[config.mk]
export PLATFORM = sky130hd
export DESIGN_NAME = prog_loader_mem
export DESIGN_NICKNAME = d
export VERILOG_FILES = /design/src/rtl/prog_loader_mem.sv
export SDC_FILE = /design/constraint.sdc
export NUM_CORES = 1
export LEC_CHECK = 0
export ABC_CLOCK_PERIOD_IN_PS = 6700
export BUFFER_PORTS_ARGS = -buffer_cell sky130_fd_sc_hd__buf_4
export CAP_MARGIN = 20
export CELL_PAD_IN_SITES_DETAIL_PLACEMENT = 0
export CELL_PAD_IN_SITES_GLOBAL_PLACEMENT = 1
export CORE_ASPECT_RATIO = 1.5
export CORE_MARGIN = 3
export CORE_UTILIZATION = 45
export CTS_CLUSTER_DIAMETER = 100
export DETAILED_ROUTE_END_ITERATION = 7
export GPL_ROUTABILITY_DRIVEN = 0
export PLACE_DENSITY_LB_ADDON = 0.08
export SYNTH_ARGS = -nofsm -noshare
export SYNTH_HDL_FRONTEND = slang
export SYNTH_SLANG_ARGS = --single-unit
[constraint.sdc]
create_clock -name clock_i -period 6.7 [get_ports clock_i]
set_clock_uncertainty 0.05 [all_clocks]
set_input_delay 0.335 -clock clock_i [delete_from_list [all_inputs] [get_ports clock_i]]
set_output_delay 0.335 -clock clock_i [all_outputs]
set_load 0.02 [all_outputs]
[src/rtl/prog_loader_mem.sv]
// Writable program store: 1-cycle registered read port plus a beat-wise loader that fills every word in order.
// Contents are undefined until the first complete load; loader always present.
module prog_loader_mem #(
  parameter int Psize = 4,
  parameter int Csize = 12,
  parameter int Lsize = 8
) (
  input  logic             clock_i,
  input  logic             reset_i,
  input  logic [Psize-1:0] addr_i,
  input  logic             rd_en_i,
  output logic [Csize-1:0] controlWord_o,
  output logic             rd_valid_o,
  input  logic             load_start_i,
  input  logic [Lsize-1:0] load_data_i,
  input  logic             load_valid_i,
  output logic             load_ready_o,
  output logic             load_busy_o,
  output logic             load_done_o
);

  localparam int NB    = (Csize + Lsize - 1) / Lsize;
  localparam int AW    = NB * Lsize;
  localparam int BW    = (NB > 1) ? $clog2(NB) : 1;
  localparam int DEPTH = 1 << Psize;

  typedef enum logic [1:0] {IDLE, LOAD, DONE} state_t;

  state_t             state_q;
  logic [Psize-1:0]   wptr_q;
  logic [BW-1:0]      bcnt_q;
  logic [AW-1:0]      asm_q, asm_d;
  logic [Csize-1:0]   cw_q;
  logic               rd_valid_q, ready_q, busy_q, done_q;
  logic               beat_acc, last_beat;

  logic [Csize-1:0]   mem [DEPTH];

  // ready_q is high exactly while in LOAD, so it doubles as the state qualifier
  assign beat_acc  = load_valid_i && ready_q;
  assign last_beat = beat_acc && (bcnt_q == BW'(NB - 1));

  always_comb begin
    asm_d = asm_q;
    if (beat_acc) asm_d[int'(bcnt_q) * Lsize +: Lsize] = load_data_i;
  end

  always_ff @(posedge clock_i) begin
    if (last_beat && !reset_i) mem[wptr_q] <= asm_d[Csize-1:0];
  end

  always_ff @(posedge clock_i) begin
    if (reset_i) begin
      state_q    <= IDLE;
      wptr_q     <= '0;
      bcnt_q     <= '0;
      asm_q      <= '0;
      cw_q       <= '0;
      rd_valid_q <= 1'b0;
      ready_q    <= 1'b0;
      busy_q     <= 1'b0;
      done_q     <= 1'b0;
    end else begin
      rd_valid_q <= 1'b0;
      done_q     <= 1'b0;
      case (state_q)
        IDLE: begin
          if (rd_en_i) begin
            cw_q       <= mem[addr_i];
            rd_valid_q <= 1'b1;
          end
          if (load_start_i) begin
            state_q <= LOAD;
            wptr_q  <= '0;
            bcnt_q  <= '0;
            ready_q <= 1'b1;
            busy_q  <= 1'b1;
          end
        end
        LOAD: begin
          if (beat_acc) asm_q <= asm_d;
          if (last_beat) begin
            bcnt_q <= '0;
            wptr_q <= wptr_q + 1'b1;
            if (wptr_q == {Psize{1'b1}}) begin
              state_q <= DONE;
              ready_q <= 1'b0;
              done_q  <= 1'b1;
            end
          end else if (beat_acc) begin
            bcnt_q <= bcnt_q + BW'(1);
          end
        end
        DONE: begin
          state_q <= IDLE;
          busy_q  <= 1'b0;
        end
        default: begin
          state_q <= IDLE;
          ready_q <= 1'b0;
          busy_q  <= 1'b0;
        end
      endcase
    end
  end

  assign controlWord_o = cw_q;
  assign rd_valid_o    = rd_valid_q;
  assign load_ready_o  = ready_q;
  assign load_busy_o   = busy_q;
  assign load_done_o   = done_q;

endmodule

==> metrics.md <==
| Metric | Value |
|---|---|
| Status | complete, no violations |
| RR Startpoint | bcnt_q$_SDFFE_PP0P_ |
| Die Width | 121 um |
| N_diodes | 0 |
| Hold path start | load_data_i[5] |
| Clock slew at reported path FFs | 0.06 ns |
| CTS buffer count | 22 |
| Worst hold path depth | 3 |
| Setup TNS | 0 ns |
| Max VDD drop | 0.000136 V |
| Max Slew Vio Count | 0 |
| Layout cell share with drive strength beyond 1 | 28.4% |
| Register area | 6470 um2 |
| Via count | 4289 |
| CP max FO | 8 |
| Latest clock arrival within the worst-skew pair | 0.50 ns |
| Worst path bufs/invs | 1 |
| LEAKAGE | 0.00332 uW |
| Avg WL per Cell | 24.0 um |
| CP Capture Type | register |
| Top delay family on crit path | simple AND/OR/NAND/NOR gates |
| Unique cell type count in the Yosys netlist | 40 |
| Synth Flop Type | edfxtp_1 |
| Largest net degree at the start of global routing | 45 |
| Syn Inst Count | 457 |
| Final setup fails | 0 |
| Worst Hold Class | in2reg |
| Critical Path RT | 6.86 ns |
| Area delta synth->final | 14.5% |
| Multi-input logic area | 2260 um2 |
| Seq cells post-synth | 227 |
| Fillers | 1620 |
| Reg-to-reg endpoint | mem[3][10]$_DFFE_PP_ |
| Max Clk Rate | 420 MHz |
| Total wire length | 18.7 mm |
| Core Area | 19200 um2 |
| Root buffer cell | clkbuf_16 |
| Final Hold Violating Endpoints | 0 |
| # hold bufs at CTS | 0 |
| Fin crit share | 35.6% |
| Min cycle time layout | 2.38 ns |
| Setup Slack @ Placement | 4.13 ns |
| Syn avg cell area | 19.4 um2 |
| DRC Markers | 0 |
| Die area | 21500 um2 |
| I/O pin total | 33 |
| Post-synth EDFFs | 192 |
| Cell Rows | 62 |
| Starting Density | 46.2% |
| Most frequent cells in the layout | edfxtp_1, buf_4, mux4_2, dfxtp_1, nor2_1 |
| Crit-path cells | nand3_1 > nor2_1 > nand2_1 > nor3_2 > buf_6 |
| Post-synth top area cell | edfxtp_1 |
| Die height | 178 um |
| CP peak stage delay | 0.58 ns |
| Commonest non-fill, non-tap cell in the layout | edfxtp_1 |
| Final nets | 529 |
| Slew headroom | 34.8% |
| RSZ-0062 raised after global routing | no |
| Global-route wire length before repair | 28.7 mm |
| Asr flop ratio synth | 0% |
| Worst-case clock buffer depth | 3 |
| Sequential area share after synthesis | 72.8% |
| Clock Sinks | 227 |
| Synthesized area | 8890 um2 |
| Cell area power density | 281 nW/um2 |
| Via-per-instance ratio | 5.50 |
| Hold Crit Endpoint | asm_q[5]$_SDFFE_PP0P_ |
| Post-CTS setup-driven buffer insertion count | 0 |
| DP HPWL | 12.6 mm |
| R2r setup slk | 4.32 ns |
| H-tree depth reported by CTS | 1 |
| Worst-Margin Slew | 0.976 ns |
| Worst r2r path cells | 5 |
| Final WS setup | 4.32 ns |
| Max-cap violations | 0 |
| DRT antenna net count | 0 |
| Pre-antenna DRT Iters | 5 |
| Ys Warns | 0 |
| Post-cts resize count | 0 |
| Top cells by area, synth | edfxtp_1, mux4_2, dfxtp_1 |
| Slowest-stage cell, CP | nor3_2 |
| CP Launch Type | register |
| Top-area cell type share of the netlist area | 64.9% |
| WS Path Type | reg2reg |
| Worst Path Arrival | 2.54 ns |
| Initial DRC Count | 330 |
| Initial antenna violation count | 0 |
| Vias in the first global route | 4518 |
| CTS tree | built |
| Total grt overflow | 0 |
| GRT Overall Usage | 18.3% |
| Synthesized Nets | 478 |
| IO Port Bufs | 32 |
-- cell usage after synthesis (6+ instances only) --
cell / instances
edfxtp_1: 192
mux4_2: 38
dfxtp_1: 35
nor2_1: 32
mux2_2: 23
mux2i_1: 19
mux4_1: 10
nand2_1: 10
o21ai_0: 9
clkbuf_1: 8
a22oi_1: 7
inv_1: 7
buf_6: 6
-- cell families after synthesis --
kind of cell,share of synthesized area (%)
AO/OA/AOI/OAI,3.20
XOR/XNOR,0.197
adder cells (fa/ha/maj),0.563
buffers and inverters,2.07
flip-flops,72.8
multiplexers,17.6
AND/OR/NAND/NOR,3.58
-- cell type report --
cell class / instances / share of cell area, %
well taps: 256 / 3.15
clock inverters: 6 / 0.775
multi-input cells: 201 / 22.2
repair buffers: 49 / 3.95
inverters: 7 / 0.258
clock buffers: 34 / 6.16
flip-flops and latches: 227 / 63.5
-- report_power, final --
part           internal [uW]  switching, uW  total (uW)
Combinational           53.2           66.6         120
Sequential              1530           7.28        1530
Clock                    721            489        1210
-- flip-flops by register name (all words and copies together) (netlist names) --
register and flops:
asm_q 12, bcnt_q 1, controlWord_o 12, load_busy_o 1
load_done_o 1, load_ready_o 1, mem 192, rd_valid_o 1
state_q 2, wptr_q 4
-- layer usage --
layer	up-vias	global-route usage (%)	share of wire, %
li1	1950	-	-
met1	2216	23.4	39
met2	95	33.1	55
met3	28	2.54	4.9
met4	0	4.58	1.8
met5	-	0	0
-- stage by stage --
step           hold WS, ns  instances  util [%]  total power, uW  area (um2)
5_1_grt             0.0373        780      52.9             2960       10200
3_3_place_gp         0.408        729      48.6             1690        9360
4_1_cts             0.0144        779      52.8             2900       10200
6_report            0.0321        780      52.9             2860       10200
3_5_place_dp         0.401        739      49.2             1690        9460
2_1_floorplan        0.404        457         -             1640        8890
-- worst max path at each step --
stage	depth (start not counted)	slack, ns	to	start
detailed placement	4	4.13	mem[14][5]$_DFFE_PP_	bcnt_q$_SDFFE_PP0P_
floorplan	4	4.26	mem[3][0]$_DFFE_PP_	load_ready_o$_SDFFE_PP0P_
finish	5	4.32	mem[3][10]$_DFFE_PP_	bcnt_q$_SDFFE_PP0P_
CTS	4	4.11	mem[14][3]$_DFFE_PP_	bcnt_q$_SDFFE_PP0P_
global route	5	4.08	mem[3][10]$_DFFE_PP_	bcnt_q$_SDFFE_PP0P_
global placement	5	3.98	mem[7][2]$_DFFE_PP_	load_valid_i
-- tightest hold or removal path, cell delays in order --
cell and delay [ns]:
buf_4 0.08, mux2i_1 0.05, nor2_1 0.07
Note: power is estimated with default switching activity, not from simulation.
